$ cat src/rtl/rv32i_inst_encoder.sv
// RV32I instruction encoder: packs operation index plus register/immediate fields
// into a 32-bit word, with one output register stage and a wrapping word address.
module rv32i_inst_encoder #(
   parameter logic [31:0] BASE_ADDR = 32'h0000_0000,
   parameter int          DEPTH     = 1024
) (
   input  logic        clk,
   input  logic        rst,
   input  logic        in_valid,
   output logic        in_ready,
   input  logic [5:0]  op_sel,
   input  logic [4:0]  rd,
   input  logic [4:0]  rs1,
   input  logic [4:0]  rs2,
   input  logic [12:0] imm,
   output logic        out_valid,
   input  logic        out_ready,
   output logic [31:0] out_inst,
   output logic [31:0] out_addr,
   output logic        err,
   output logic [7:0]  err_cnt,
   output logic        wrap
);

   localparam int IDX_W = $clog2(DEPTH);

   localparam logic [6:0] OPC_BRANCH = 7'b1100011;
   localparam logic [6:0] OPC_IALU   = 7'b0010011;
   localparam logic [6:0] OPC_R      = 7'b0110011;
   localparam logic [6:0] OPC_LOAD   = 7'b0000011;
   localparam logic [6:0] OPC_STORE  = 7'b0100011;
   localparam logic [6:0] OPC_CSR    = 7'b1110011;

   typedef enum logic [2:0] {
      FMT_X, FMT_B, FMT_I, FMT_SH, FMT_R, FMT_L, FMT_S, FMT_C
   } fmt_t;

   fmt_t        fmt;
   logic [2:0]  funct3;
   logic        alt;
   logic [31:0] inst_enc;
   logic        illegal;
   logic        sext_ok;

   logic             out_valid_q, out_valid_d;
   logic [31:0]      out_inst_q, out_inst_d;
   logic [IDX_W-1:0] index_q, index_d;
   logic             err_q, err_d;
   logic [7:0]       err_cnt_q, err_cnt_d;
   logic             wrap_q, wrap_d;
   logic             accept;
   logic             out_hs;

   // Operation index -> instruction format, funct3 and the bit-30 modifier.
   always_comb begin
      fmt    = FMT_X;
      funct3 = 3'b000;
      alt    = 1'b0;
      case (op_sel)
         6'd0:  begin fmt = FMT_B;  funct3 = 3'b000; end
         6'd1:  begin fmt = FMT_B;  funct3 = 3'b001; end
         6'd2:  begin fmt = FMT_B;  funct3 = 3'b100; end
         6'd3:  begin fmt = FMT_B;  funct3 = 3'b101; end
         6'd4:  begin fmt = FMT_B;  funct3 = 3'b110; end
         6'd5:  begin fmt = FMT_B;  funct3 = 3'b111; end
         6'd6:  begin fmt = FMT_I;  funct3 = 3'b000; end
         6'd7:  begin fmt = FMT_I;  funct3 = 3'b010; end
         6'd8:  begin fmt = FMT_I;  funct3 = 3'b011; end
         6'd9:  begin fmt = FMT_I;  funct3 = 3'b100; end
         6'd10: begin fmt = FMT_I;  funct3 = 3'b110; end
         6'd11: begin fmt = FMT_I;  funct3 = 3'b111; end
         6'd12: begin fmt = FMT_SH; funct3 = 3'b001; end
         6'd13: begin fmt = FMT_SH; funct3 = 3'b101; end
         6'd14: begin fmt = FMT_SH; funct3 = 3'b101; alt = 1'b1; end
         6'd15: begin fmt = FMT_R;  funct3 = 3'b000; end
         6'd16: begin fmt = FMT_R;  funct3 = 3'b000; alt = 1'b1; end
         6'd17: begin fmt = FMT_R;  funct3 = 3'b001; end
         6'd18: begin fmt = FMT_R;  funct3 = 3'b010; end
         6'd19: begin fmt = FMT_R;  funct3 = 3'b011; end
         6'd20: begin fmt = FMT_R;  funct3 = 3'b100; end
         6'd21: begin fmt = FMT_R;  funct3 = 3'b101; end
         6'd22: begin fmt = FMT_R;  funct3 = 3'b101; alt = 1'b1; end
         6'd23: begin fmt = FMT_R;  funct3 = 3'b110; end
         6'd24: begin fmt = FMT_R;  funct3 = 3'b111; end
         6'd25: begin fmt = FMT_L;  funct3 = 3'b000; end
         6'd26: begin fmt = FMT_L;  funct3 = 3'b001; end
         6'd27: begin fmt = FMT_L;  funct3 = 3'b010; end
         6'd28: begin fmt = FMT_L;  funct3 = 3'b100; end
         6'd29: begin fmt = FMT_L;  funct3 = 3'b101; end
         6'd30: begin fmt = FMT_S;  funct3 = 3'b000; end
         6'd31: begin fmt = FMT_S;  funct3 = 3'b001; end
         6'd32: begin fmt = FMT_S;  funct3 = 3'b010; end
         6'd33: begin fmt = FMT_C;  funct3 = 3'b001; end
         6'd34: begin fmt = FMT_C;  funct3 = 3'b010; end
         6'd35: begin fmt = FMT_C;  funct3 = 3'b011; end
         6'd36: begin fmt = FMT_C;  funct3 = 3'b101; end
         6'd37: begin fmt = FMT_C;  funct3 = 3'b110; end
         6'd38: begin fmt = FMT_C;  funct3 = 3'b111; end
         default: fmt = FMT_X;
      endcase
   end

   // Shift amounts count as I-type too, so imm[12:5] must all be zero.
   always_comb begin
      inst_enc = 32'h0;
      illegal  = 1'b0;
      sext_ok  = (imm[12] == imm[11]);
      case (fmt)
         FMT_B: begin
            inst_enc = {imm[12], imm[10:5], rs2, rs1, funct3, imm[4:1], imm[11], OPC_BRANCH};
            illegal  = imm[0];
         end
         FMT_I: begin
            inst_enc = {imm[11:0], rs1, funct3, rd, OPC_IALU};
            illegal  = !sext_ok;
         end
         FMT_SH: begin
            inst_enc = {1'b0, alt, 5'b00000, imm[4:0], rs1, funct3, rd, OPC_IALU};
            illegal  = |imm[12:5];
         end
         FMT_R: inst_enc = {1'b0, alt, 5'b00000, rs2, rs1, funct3, rd, OPC_R};
         FMT_L: begin
            inst_enc = {imm[11:0], rs1, funct3, rd, OPC_LOAD};
            illegal  = !sext_ok;
         end
         FMT_S: begin
            inst_enc = {imm[11:5], rs2, rs1, funct3, imm[4:0], OPC_STORE};
            illegal  = !sext_ok;
         end
         FMT_C:   inst_enc = {imm[11:0], rs1, funct3, rd, OPC_CSR};
         default: illegal  = 1'b1;
      endcase
   end

   assign in_ready = !out_valid_q || out_ready;
   assign accept   = in_valid && in_ready;
   assign out_hs   = out_valid_q && out_ready;

   always_comb begin
      out_valid_d = out_valid_q;
      out_inst_d  = out_inst_q;
      index_d     = out_hs ? index_q + IDX_W'(1) : index_q;
      err_d       = accept && illegal;
      wrap_d      = out_hs && (index_q == IDX_W'(DEPTH - 1));
      err_cnt_d   = (err_d && (err_cnt_q != 8'hFF)) ? err_cnt_q + 8'd1 : err_cnt_q;
      // A rejected request in the handshake cycle still empties the register.
      if (accept && !illegal) begin
         out_valid_d = 1'b1;
         out_inst_d  = inst_enc;
      end else if (out_hs) begin
         out_valid_d = 1'b0;
      end
   end

   always_ff @(posedge clk) begin
      if (rst) begin
         out_valid_q <= 1'b0;
         out_inst_q  <= 32'h0;
         index_q     <= '0;
         err_q       <= 1'b0;
         err_cnt_q   <= 8'h00;
         wrap_q      <= 1'b0;
      end else begin
         out_valid_q <= out_valid_d;
         out_inst_q  <= out_inst_d;
         index_q     <= index_d;
         err_q       <= err_d;
         err_cnt_q   <= err_cnt_d;
         wrap_q      <= wrap_d;
      end
   end

   assign out_valid = out_valid_q;
   assign out_inst  = out_inst_q;
   assign out_addr  = BASE_ADDR + 32'({index_q, 2'b00});
   assign err       = err_q;
   assign err_cnt   = err_cnt_q;
   assign wrap      = wrap_q;

endmodule

$ cat config.mk
export PLATFORM = sky130hd
export DESIGN_NAME = rv32i_inst_encoder
export DESIGN_NICKNAME = d
export VERILOG_FILES = /design/src/rtl/rv32i_inst_encoder.sv
export SDC_FILE = /design/constraint.sdc
export NUM_CORES = 1
export LEC_CHECK = 0
export CORE_MARGIN = 3
export CORE_UTILIZATION = 40
export CTS_BUF_LIST = sky130_fd_sc_hd__clkbuf_4 sky130_fd_sc_hd__clkbuf_8 sky130_fd_sc_hd__clkbuf_16
export CTS_CLUSTER_DIAMETER = 60
export DETAILED_ROUTE_END_ITERATION = 8
export HOLD_SLACK_MARGIN = 0.08
export PLACE_DENSITY_LB_ADDON = 0.08
export SLEW_MARGIN = 20
export SYNTH_ARGS = -nofsm -noshare
export SYNTH_HDL_FRONTEND = slang
export SYNTH_SLANG_ARGS = --single-unit
$ cat constraint.sdc
create_clock -name clk -period 2 [get_ports clk]
set_input_delay 0.5 -clock clk [delete_from_list [all_inputs] [get_ports clk]]
set_output_delay 0.5 -clock clk [all_outputs]
set_load 0.01 [all_outputs]
==> summary.md, run 1 <==
| Metric | Value |
|---|---|
| Outcome | complete, but fails checks |
| Failing checks | negative setup slack |
| Vias per inst | around 5.3 |
| Slew @ Worst Pin | 551.7 ps |
| Yosys warnings | 0 |
| Clock skew | 6.830 ps |
| Internal cell power | 1.735 mW |
| First-pass GRT wire length | 15370 um |
| DRT antenna net count | 0 |
| Mux contribution to synthesized area | 0.007170 |
| Flops & latches, synth | 50 |
| Largest net degree at the start of global routing | 27 |
| Clock Root Buffer | clkbuf_8 |
| Required time of the critical path | 2230 ps |
| Cell area after synthesis | around 0.003 sq mm |
| Core Util, Final | 0.7059 |
| Final HPWL DP | between 6000 and 7000 um |
| GRT overflow | 0 |
| F_max | 491.2 MHz |
| WL/cell | approximately 16 um |
| Worst Path Max Fanout | 7 |
| Main combinational cell family by area after synthesis | simple AND/OR/NAND/NOR gates |
| Detailed-route DRC error count | 0 |
| Max Slew Vio Count | 0 |
| H-tree Lvls | 2 |
| Vias in the first global route | 3123 |
| Crit. End Element | flip-flop |
| Final Critical Period | a little over 2000 ps |
| P&R area growth vs syn | 66.13% |
| Critical Path Source Type | input port |
| Worst setup margin | -36.03 ps |
| CORE AREA | between 0.006 and 0.007 sq mm |
| Post-Synth XOR/XNOR Area | 0.02362 |
| First-pass DRT Iterations | 5 |
| Fraction of the mapped netlist area in adder cells | 0.01265 |
| CP Class | input port to flip-flop |
| Fin area | 0.004928 sq mm |
| Clock share of power | 0.235 |
| Critical Path AT | about 2300 ps |
| Gpl congestion | just over 0.9 |
| Compound-Gate Fraction of Synth Area | 0.2370 |
| WL final | just over 10000 um |
| Combinational power share | 0.340 |
| Post-Syn Instances | 372 |
| Switching share of power | 0.3157 |
| Async set-reset flop share out of synthesis | 0 |
| Post-synthesis sequential area ratio | 0.3374 |
| Total Routing Usage GR | 0.2210 |
| Worst-path clk slew | 100 ps |
| Leakage dissipation | 1.900 nW |
| Average footprint of a synthesized cell | between 7 and 8 sq um |
| Post-place instance area | 0.004313 sq mm |
| Simple-Gate Fraction of Synth Area | 0.2657 |
| TritonCTS buffer count | 5 |
| Via count | 3319 |
| Ports | between 100 and 150 |
| Ant diodes | 0 |
| Hold Crit Class | flip-flop to flip-flop |
| Num Clock Sinks | 50 |
| Fin. Hold Viols | 0 |
| Slew headroom | 0.6322 |
| CTS Buffer Depth | 2 |
| Synth cell types | 60 |
| Synth Flop Type | dfxtp_1 |
| Reg power frac | 0.425 |
| Row cnt | 30 |
| CTS Hold Buffers Added | 0 |
| Net switching power figure | 0.8004 mW |
| Die height | 92.12 um |
| Initial antenna violation count | 0 |
| 1st-iter DRT viols | 206 |
| Die W | between 90 and 100 um |
| Fraction of layout cells with a size suffix above 1 | 0.3333 |
| Final setup vio count | 1 |
| Peak VDD IR | 0.4145 mV |
| CTS tree | done |
| Fin crit share | 1.018 |
| Post-synth EDFFs | 0 |
| RSZ-0062 raised after global routing | true |
| Max Cap Violations | 0 |
| PortBufs | 89 |
| PwrDens | 514.5 mW/mm^2 |
| Latest clock arrival within the worst-skew pair | 300 ps |
| Die ar. | 0.008486 sq mm |
| Initial core utilization | 0.4249 |
| Fin nets | 569 |
-- cell families (layout without fill, tap and decap cells) --
family,count (synthesis),after routing
other,1,24
xor gates and xnor gates,8,8
muxes,2,2
and+or+nand+nor,152,153
DFF,50,50
AOI/OAI and AO/OA,99,99
buffers and inverters,57,189
adders and majority gates,3,3
-- registers in the layout, indices dropped and copies added (netlist names) --
name / cells
out_valid: 1
index_q: 10
out_inst: 29
wrap: 1
err_cnt: 8
err: 1
-- per-layer routing --
| metal | part of all wire | track usage | vias to the layer above |
|---|---|---|---|
| met3 | 0.079 | 0.06153 | 12 |
| li1 | - | - | 1606 |
| met5 | 0 | 0 | - |
| met4 | 0.011 | 0.04579 | 0 |
| met2 | 0.49 | 0.3856 | 141 |
| met1 | 0.42 | 0.2712 | 1560 |
-- synthesized netlist by cell type (3+ instances only) --
cell,number,area share
or3_1,8,0.017
nor2b_1,12,0.025
nor4b_1,3,0.0089
a211oi_1,8,0.020
a221oi_2,3,0.015
o22ai_1,5,0.011
inv_1,7,0.0089
xor2_1,7,0.021
buf_2,6,0.010
nor3_1,16,0.027
nor2_1,39,0.049
nand4_1,3,0.0063
nand2b_1,8,0.017
dfxtp_1,50,0.34
buf_4,28,0.071
a221oi_1,5,0.015
ha_1,3,0.013
o21ai_0,14,0.024
a21oi_1,37,0.062
a31oi_1,3,0.0063
clkbuf_1,12,0.015
nand2_1,31,0.039
nand3_1,16,0.027
-- stage by stage --
stage / power (mW) / hold slack [ps] / setup TNS [ps] / std cells / setup WS [ps]
after detailed placement: 1.785 / 447.3 / -24340 / 596 / -696.1
final: 2.536 / 454.2 / -36.03 / 624 / -36.03
after global routing: 2.640 / 479.6 / -636.2 / 624 / -99.30
after global placement: 1.776 / 438.0 / -22950 / 596 / -647.5
after floorplan: 1.466 / 475.3 / -408.9 / 395 / -118.6
after CTS: 2.474 / 459.1 / -34.16 / 619 / -17.84
-- worst max-delay path: stages --
cell	delay, ps
buf_2	110
buf_6	130
o31ai_4	290
nor4b_2	100
a31o_4	240
buf_12	130
nor3_4	180
buf_12	170
buf_8	140
o2111ai_2	110
a21oi_1	160
-- final cells by class --
cell class / instances / area (sq um)
repair buffers: 175 / 1669
inverters: 7 / 26.28
fillers: 545 / 2053
well taps: 96 / 120.1
clock inverters: 2 / 15.01
clock buffers: 5 / 68.82
flip-flops and latches: 50 / 1001
multi-input cells: 289 / 2028
-- cell usage in the layout (no fill, tap or decap), drive strengths merged, types with 2 or more instances in the layout --
cell type	Yosys	layout
a31o	2	2
clkdlybuf4s50	0	72
or3	10	11
clkbuf	12	9
nor2b	12	12
dlygate4sd2	0	3
a211oi	9	9
nor2	39	39
dfxtp	50	50
nand4	3	3
a222oi	2	2
conb	1	24
a31oi	3	3
o21ba	2	2
or2	3	3
a311oi	2	2
buf	38	92
and3	2	2
nor3	17	17
o21ai	16	16
a21o	2	2
clkdlybuf4s15	0	2
clkinvlp	0	2
nand2	31	31
ha	3	3
nand3	17	17
and2	2	2
nand2b	8	8
a221oi	8	8
o221ai	2	2
o22ai	5	5
and4b	2	2
a2111oi	2	2
a21oi	37	37
nor4b	3	3
xor2	7	7
inv	7	7
-- power groups by stage --
stage               Sequential (mW)  Clock, mW  Combinational, mW
CTS                            1.08      0.601              0.797
global route                   1.09      0.637              0.918
detailed placement             1.10          0              0.688
floorplan                      1.12          0              0.350
finish                         1.08      0.597              0.861
global placement               1.10          0              0.680
-- path summary, 6_finish.rpt --
| check | from | end | slack, ps | cells after the start |
|---|---|---|---|---|
| setup / recovery | op_sel[0] | out_inst[6]$_SDFFE_PP0P_ | -40 | 11 |
| hold / removal | out_inst[27]$_SDFFE_PP0P_ | out_inst[27]$_SDFFE_PP0P_ | 450 | 2 |
| setup reg to reg | err_cnt[0]$_SDFFE_PP0P_ | err_cnt[3]$_SDFFE_PP0P_ | 200 | 7 |
| hold reg to reg | out_inst[27]$_SDFFE_PP0P_ | out_inst[27]$_SDFFE_PP0P_ | 450 | 2 |
-- what timing repair did --
item                       4_1_cts  5_1_grt
setup buffers                   10        8
pin swaps                       19       20
setup endpoints to repair       40       36
resized for setup               80       53
cloned                           7        0
No activity file was read; power rests on OpenSTA's default activity.
==> inputs of run 2 (changes only) <==
--- a/config.mk
+++ b/config.mk
@@ -11,2 +11,3 @@
 export CTS_CLUSTER_DIAMETER = 60
+export CTS_CLUSTER_SIZE = 14
 export DETAILED_ROUTE_END_ITERATION = 8
==> constraint.sdc (replaced) <==
create_clock -name clk -period 2 [get_ports clk]
set_input_delay 0.6 -clock clk [delete_from_list [all_inputs] [get_ports clk]]
set_output_delay 0.6 -clock clk [all_outputs]
set_load 0.01 [all_outputs]
==> run 2 against run 1 <==
Net effect:
- the run still ends with negative setup slack left
- die area unchanged
- clock-buffer cell count stayed put
- via count decreased by 4.1%
- critical path depth is 1 higher
- wire length shrank 6.4%
- register-to-register slack improved by 60 ps
- sequential share of layout area grew 0.73 points
- flip-flop and latch count unchanged
- setup slack worse by 15 ps
- sequential power hardly changed
- largest power group unchanged
==> summary.md, run 2 (synthesis results as in run 1) <==
| Metric | Value |
|---|---|
| Outcome | complete, but fails checks |
| Failing checks | negative setup slack |
| Switching share of power | 0.3144 (-0.001237) |
| Cell Count, Final, Fillers Out | 607 (-2.7%) |
| Crit. End Element | flip-flop |
| 1st-iter DRT viols | 142 (-31%) |
| Crit path launch | imm[11] |
| Fin crit share | 1.025 (+0.007272) |
| Die W | 92.12 um (unchanged) |
| Met3 Use GR | 0.04020 (-0.02133) |
| Initial antenna violation count | 0 (unchanged) |
| RR Startpoint | err_cnt[0]$_SDFFE_PP0P_ |
| First-pass GRT wire length | 14990 um (-2.5%) |
| Reg power frac | 0.436 (+0.011) |
| Fin area | 0.004757 sq mm (-3.5%) |
| Ports | 114 (unchanged) |
| Row cnt | 30 (unchanged) |
| Die ar. | 0.008486 sq mm (unchanged) |
| Peak VDD IR | 0.3195 mV (-23%) |
| Worst Path Max Fanout | 7 (unchanged) |
| CTS Buffer Depth | 2 (unchanged) |
| PwrDens | 521.1 mW/mm^2 (+1.3%) |
| PortBufs | 89 (unchanged) |
| Fin. Hold Viols | 0 (unchanged) |
| Setup TNS | -381.0 ps (-345.0 ps) |
| Net switching power figure | 0.7795 mW (-2.6%) |
| Internal cell power | 1.700 mW (-2.1%) |
| Register area | 0.001001 sq mm (unchanged) |
| Largest net degree at the start of global routing | 31 (+15%) |
| WL final | 9430 um (-6.4%) |
| WL/cell | 15.54 um (-3.7%) |
| Leakage dissipation | 1.802 nW (-5.2%) |
| Slew @ Worst Pin | 598.6 ps (+46.89 ps) |
| Gpl congestion | 0.8509 (-6.2%) |
| Fillers | 594 (+9.0%) |
| Worst setup margin | -50.57 ps (-14.54 ps) |
| GRT overflow | 0 (unchanged) |
| Required time of the critical path | 2240 ps (about the same) |
| R2R Setup Slk | 260 ps (+60 ps) |
| H-tree Lvls | 2 (unchanged) |
| Clock share of power | 0.241 (+0.006) |
| Most frequent cells in the layout | clkdlybuf4s50_1, buf_4, dfxtp_1 |
| Final Power | 2.479 mW (-2.2%) |
| TritonCTS buffer count | 5 (unchanged) |
| Clock Root Buffer | clkbuf_8 |
| GRT busiest layer | met2 |
| Max FFs per register | 29 (unchanged) |
| Multi-input logic area | 0.002041 sq mm (+0.62%) |
| First-pass DRT Iterations | 4 (-1) |
| Clock skew | 4.958 ps (-1.871 ps) |
| Num Clock Sinks | 50 (unchanged) |
| Most common cell after layout, fill and taps aside | clkdlybuf4s50_1 |
| Fraction of layout cells with a size suffix above 1 | 0.3190 (-0.01435) |
| Post-place instance area | 0.004323 sq mm (+0.23%) |
| Initial core utilization | 0.4249 (unchanged) |
| P&R area growth vs syn | 60.35% |
| RSZ-0062 raised after global routing | true |
| Combinational power share | 0.324 (-0.016) |
| Hold Crit Class | flip-flop to flip-flop |
| CORE AREA | 0.006982 sq mm (unchanged) |
| Final HPWL DP | 6773 um (+1.0%) |
| Vias in the first global route | 3043 (-2.6%) |
| Slew headroom | 0.6009 (-0.03126) |
| R2r worst-path depth | 8 (+1) |
| CP Class | input port to flip-flop |
| Critical Path AT | 2290 ps (+20 ps) |
| Crit Reg-Reg Endpoint | err_cnt[1]$_SDFFE_PP0P_ |
| CTS tree | done |
| Worst-path clk slew | 100 ps (about the same) |
| Critical path endpoint | out_inst[26]$_SDFFE_PP0P_ |
| Max Cap Violations | 0 (unchanged) |
| Placed Cells | 592 (-0.67%) |
| F_max | 487.7 MHz (-0.71%) |
| Vias per inst | 5.242 (-1.4%) |
| Detailed-route DRC error count | 0 (unchanged) |
| Via count | 3182 (-4.1%) |
| Final setup vio count | 13 (+12) |
| Pre-CTS worst setup slack | -825.3 ps (-129.2 ps) |
| DRT antenna net count | 0 (unchanged) |
| Fin nets | 552 (-3.0%) |
| Total Routing Usage GR | 0.2126 (-0.008407) |
| Die height | 92.12 um (unchanged) |
| Max Slew Vio Count | 0 (unchanged) |
| Final Critical Period | 2051 ps (+14.54 ps) |
| Critical Path Source Type | input port |
| Latest clock arrival within the worst-skew pair | 300 ps (about the same) |
| Ant diodes | 0 (unchanged) |
| M1 GR Usage | 0.2890 (+0.01778) |
| Met2 Use GR | 0.3516 (-0.03406) |
-- run 2: power by group through the flow --
stage          combinational, mW  clock, mW  sequential [mW]
2_1_floorplan              0.365          0             1.12
3_5_place_dp               0.697          0             1.10
6_report                   0.802      0.597             1.08
3_3_place_gp               0.692          0             1.10
5_1_grt                    0.865      0.630             1.09
4_1_cts                    0.748      0.606             1.08
-- run 2: routing by layer --
layer	wire length (um)	up-vias
met1	4395	1503
met4	82	0
met5	0	-
li1	-	1562
met2	4448	109
met3	504	8
-- run 2: timing repair --
action / 4_1_cts / 5_1_grt
resized for setup: 88 / 51
buffers inserted: 8 / 0
cloned: 1 / 1
endpoints found under the setup margin: 40 / 38
hold buffers: 0 / 0
pin swaps: 32 / 28
-- run 2: final cells by class --
cell class | instances | area share
well taps | 96 | 0.02525
clock inverters | 2 | 0.002893
flip-flops and latches | 50 | 0.2104
repair buffers | 158 | 0.3114
inverters | 7 | 0.006575
multi-input cells | 289 | 0.4290
clock buffers | 5 | 0.01447
-- run 2: worst min-delay path by stage --
stage,startpoint,endpoint,slack [ps],cells past startpoint
after detailed placement,out_inst[29]$_SDFFE_PP0P_,out_inst[29]$_SDFFE_PP0P_,440,2
after global placement,out_inst[18]$_SDFFE_PP0P_,out_inst[18]$_SDFFE_PP0P_,440,2
final,out_inst[6]$_SDFFE_PP0P_,out_inst[6]$_SDFFE_PP0P_,470,2
after CTS,out_inst[18]$_SDFFE_PP0P_,out_inst[18]$_SDFFE_PP0P_,460,2
after global routing,out_inst[28]$_SDFFE_PP0P_,out_inst[28]$_SDFFE_PP0P_,490,2
after floorplan,index_q[9]$_SDFFE_PP0P_,wrap$_SDFF_PP0_,480,2
-- run 2: metrics by stage --
stage               utilization  hold slack (ps)
finish                   0.6814            467.0
global route             0.6814            485.0
CTS                      0.6557            456.0
detailed placement       0.6192            442.1
global placement         0.6192            438.1
floorplan                     -            475.3
-- run 2: critical path: stages --
cell	delay (ps)
buf_8	100
inv_4	50
ha_4	130
nor4b_4	200
a2111o_1	220
nand3_4	90
buf_6	140
nor3_4	200
buf_12	170
buf_12	140
nand3_4	70
a21oi_2	160
==> inputs of run 3 (changes only) <==
Settings changed: CORE_MARGIN 3 to 1.5, GPL_ROUTABILITY_DRIVEN set to 0, SLEW_MARGIN 20 to unset.
==> run 3 against run 2 <==
Net effect:
- the flow still finishes with violations (negative setup slack)
- via count rose by 0.79%
- first-iteration DRC count rose by 24%
- flip-flop and latch count did not move
- critical endpoint is now out_inst[13]$_SDFFE_PP0P_
- largest power group unchanged
- clock power rose by 27%
- clock skew rose by 4.1 ps
- sequential power barely moved
- wire length fell by 4.5%
- non-clock buffer count rose by 7
- sequential share of layout area barely moved
- critical path depth fell by 3
- register-to-register slack got worse by 60 ps
==> summary.md, run 3 (synthesis results as in run 1) <==
| Metric | Value |
|---|---|
| PwrDens | 553.5 mW/mm^2 (+6.2%) |
| CTS tree | done |
| Hold slack | 456.2 ps (-10.84 ps) |
| Final HPWL DP | 6489 um (-4.2%) |
| Most frequent CP cell | buf_12 |
| Die W | 89.12 um (-3.3%) |
| Failing checks | negative setup slack |
| Vias in the first global route | 2881 (-5.3%) |
| Post-place instance area | 0.004367 sq mm (+1.0%) |
| Critical Path Source Type | input port |
| Most frequent cells in the layout | clkdlybuf4s50_1, buf_4, dfxtp_1 |
| Fillers | 645 (+8.6%) |
| Fraction of layout cells with a size suffix above 1 | 0.2813 (-0.03767) |
| GRT overflow | 0 (unchanged) |
| Hold Crit Class | flip-flop to flip-flop |
| H-tree Lvls | 2 (unchanged) |
| Detailed-route DRC error count | 0 (unchanged) |
| CORE AREA | 0.007214 sq mm (+3.3%) |
| WL final | 9002 um (-4.5%) |
| Clock skew | 9.022 ps (+4.064 ps) |
| Placed Cells | 597 (+0.84%) |
| Worst setup margin | -52.56 ps (-1.991 ps) |
| CP max stage cell | mux2_4 |
| WL/cell | 14.57 um (-6.2%) |
| Initial antenna violation count | 0 (unchanged) |
| Worst-path clk slew | 110 ps (about the same) |
| CTS Buffer Depth | 2 (unchanged) |
| WP buf/inv | 3 (-2) |
| Required time of the critical path | 2250 ps (about the same) |
| Peak VDD IR | 0.2893 mV (-9.5%) |
| PortBufs | 89 (unchanged) |
| Num Clock Sinks | 50 (unchanged) |
| Final Critical Period | 2053 ps (+1.991 ps) |
| 1st-iter DRT viols | 176 (+24%) |
| Vias per inst | 5.189 (-1.0%) |
| Latest clock arrival within the worst-skew pair | 320 ps (+20 ps) |
| Slew headroom | 0.5893 (-0.01156) |
| Max Slew Vio Count | 0 (unchanged) |
| Initial core utilization | 0.4112 (-0.01371) |
| Die ar. | 0.007942 sq mm (-6.4%) |
| Ports | 114 (unchanged) |
| Clock Root Buffer | clkbuf_8 |
| First-pass DRT Iterations | 5 (+1) |
| Row cnt | 31 (+3.3%) |
| Cells along the critical path | dlygate4sd2_1 -> nor3_2 -> a2111o_1 -> nand3_4 -> buf_12 -> nor3_4 -> buf_12 -> mux2_4 -> nor2_1 |
| First-pass GRT wire length | 13800 um (-7.9%) |
| Slowest stage delay, CP | 290 ps (+70 ps) |
| CP Class | input port to flip-flop |
| Cell Count, Final, Fillers Out | 618 (+1.8%) |
| P&R area growth vs syn | 60.31% (about the same) |
| Ant diodes | 0 (unchanged) |
| Crit. End Element | flip-flop |
| Critical Path AT | 2310 ps (+20 ps) |
| Total Routing Usage GR | 0.2230 (+0.01040) |
| Fin nets | 559 (+1.3%) |
| Fin crit share | 1.026 (about the same) |
| Max Cap Violations | 0 (unchanged) |
| TritonCTS buffer count | 5 (unchanged) |
| Leakage dissipation | 1.843 nW (+2.3%) |
| Worst Path Max Fanout | 6 (-1) |
| RSZ-0062 raised after global routing | true |
| F_max | 487.2 MHz (about the same) |
| Setup TNS | -194.9 ps (+186.1 ps) |
| Delay-heaviest family, CP | simple AND/OR/NAND/NOR gates |
| Via count | 3207 (+0.79%) |
| Slew @ Worst Pin | 616.0 ps (+17.35 ps) |
| Largest net degree at the start of global routing | 51 (+65%) |
| Max FFs per register | 29 (unchanged) |
| Die height | 89.12 um (-3.3%) |
| Outcome | complete, but fails checks |
| Fin. Hold Viols | 0 (unchanged) |
| Fin area | 0.004756 sq mm (about the same) |
| Most common cell after layout, fill and taps aside | clkdlybuf4s50_1 |
| Final setup vio count | 9 (-4) |
| DRT antenna net count | 0 (unchanged) |
| Core Util, Final | 0.6592 (-0.02215) |
| CTS Hold Buffers Added | 0 (unchanged) |
[run 3: cell types whose count changed in the layout (fill, tap and decap cells not counted), sizes merged]
cell           delta
buf               +7
clkbuf            -3
clkdlybuf4s15     +1
clkinv            -1
dlygate4sd2       +1
bufbuf            +1
bufinv            +1
inv               +1
[run 3: cell type report]
type / instances / area (sq um) / share of cell area
Multi-Input combinational cell: 289 / 1926 / 0.4049
Clock buffer: 5 / 68.82 / 0.01447
Tap cell: 99 / 123.9 / 0.02605
Sequential cell: 50 / 1001 / 0.2105
Inverter: 7 / 31.28 / 0.006577
Clock inverter: 3 / 47.55 / 0.009997
Timing Repair Buffer: 165 / 1558 / 0.3275
[run 3: metrics by stage]
step | total power, mW | worst slack [ps]
after floorplan | 1.482 | -218.5
after global placement | 1.800 | -836.5
after detailed placement | 1.807 | -895.0
after CTS | 2.625 | -15.61
after global routing | 2.759 | -79.64
final | 2.632 | -52.56
[run 3: worst min-delay path, cell delays in order, from the launching register on]
cell     delay (ps)
dfxtp_1         320
nand2_1          50
a21oi_1          50
[run 3: layer usage]
| metal | track usage | up-vias | wire length, um |
|---|---|---|---|
| met2 | 0.3336 | 148 | 4017 |
| met4 | 0.08252 | 0 | 202 |
| li1 | - | 1583 | - |
| met3 | 0.05078 | 15 | 662 |
| met5 | 0 | - | 0 |
| met1 | 0.3129 | 1461 | 4119 |
[run 3: path summary, 6_finish.rpt]
| path | endpoint | depth (start not counted) | slack [ps] | from |
|---|---|---|---|---|
| hold / removal | out_inst[15]$_SDFFE_PP0P_ | 2 | 460 | out_inst[15]$_SDFFE_PP0P_ |
| hold reg to reg | out_inst[15]$_SDFFE_PP0P_ | 2 | 460 | out_inst[15]$_SDFFE_PP0P_ |
| setup reg to reg | err_cnt[1]$_SDFFE_PP0P_ | 8 | 200 | err_cnt[0]$_SDFFE_PP0P_ |
| setup / recovery | out_inst[13]$_SDFFE_PP0P_ | 9 | -50 | imm[7] |
[run 3: what timing repair did]
action,CTS,global route
gates cloned,4,0
gates resized for setup,80,21
buffers inserted,9,1
setup endpoints to repair,40,34
pin swaps,23,13
[run 3: power by group]
group,internal [mW],switching [mW],total (mW)
combinational,0.420,0.375,0.795
clock,0.382,0.377,0.759
sequential,1.04,0.0338,1.08
total,1.85,0.786,2.63
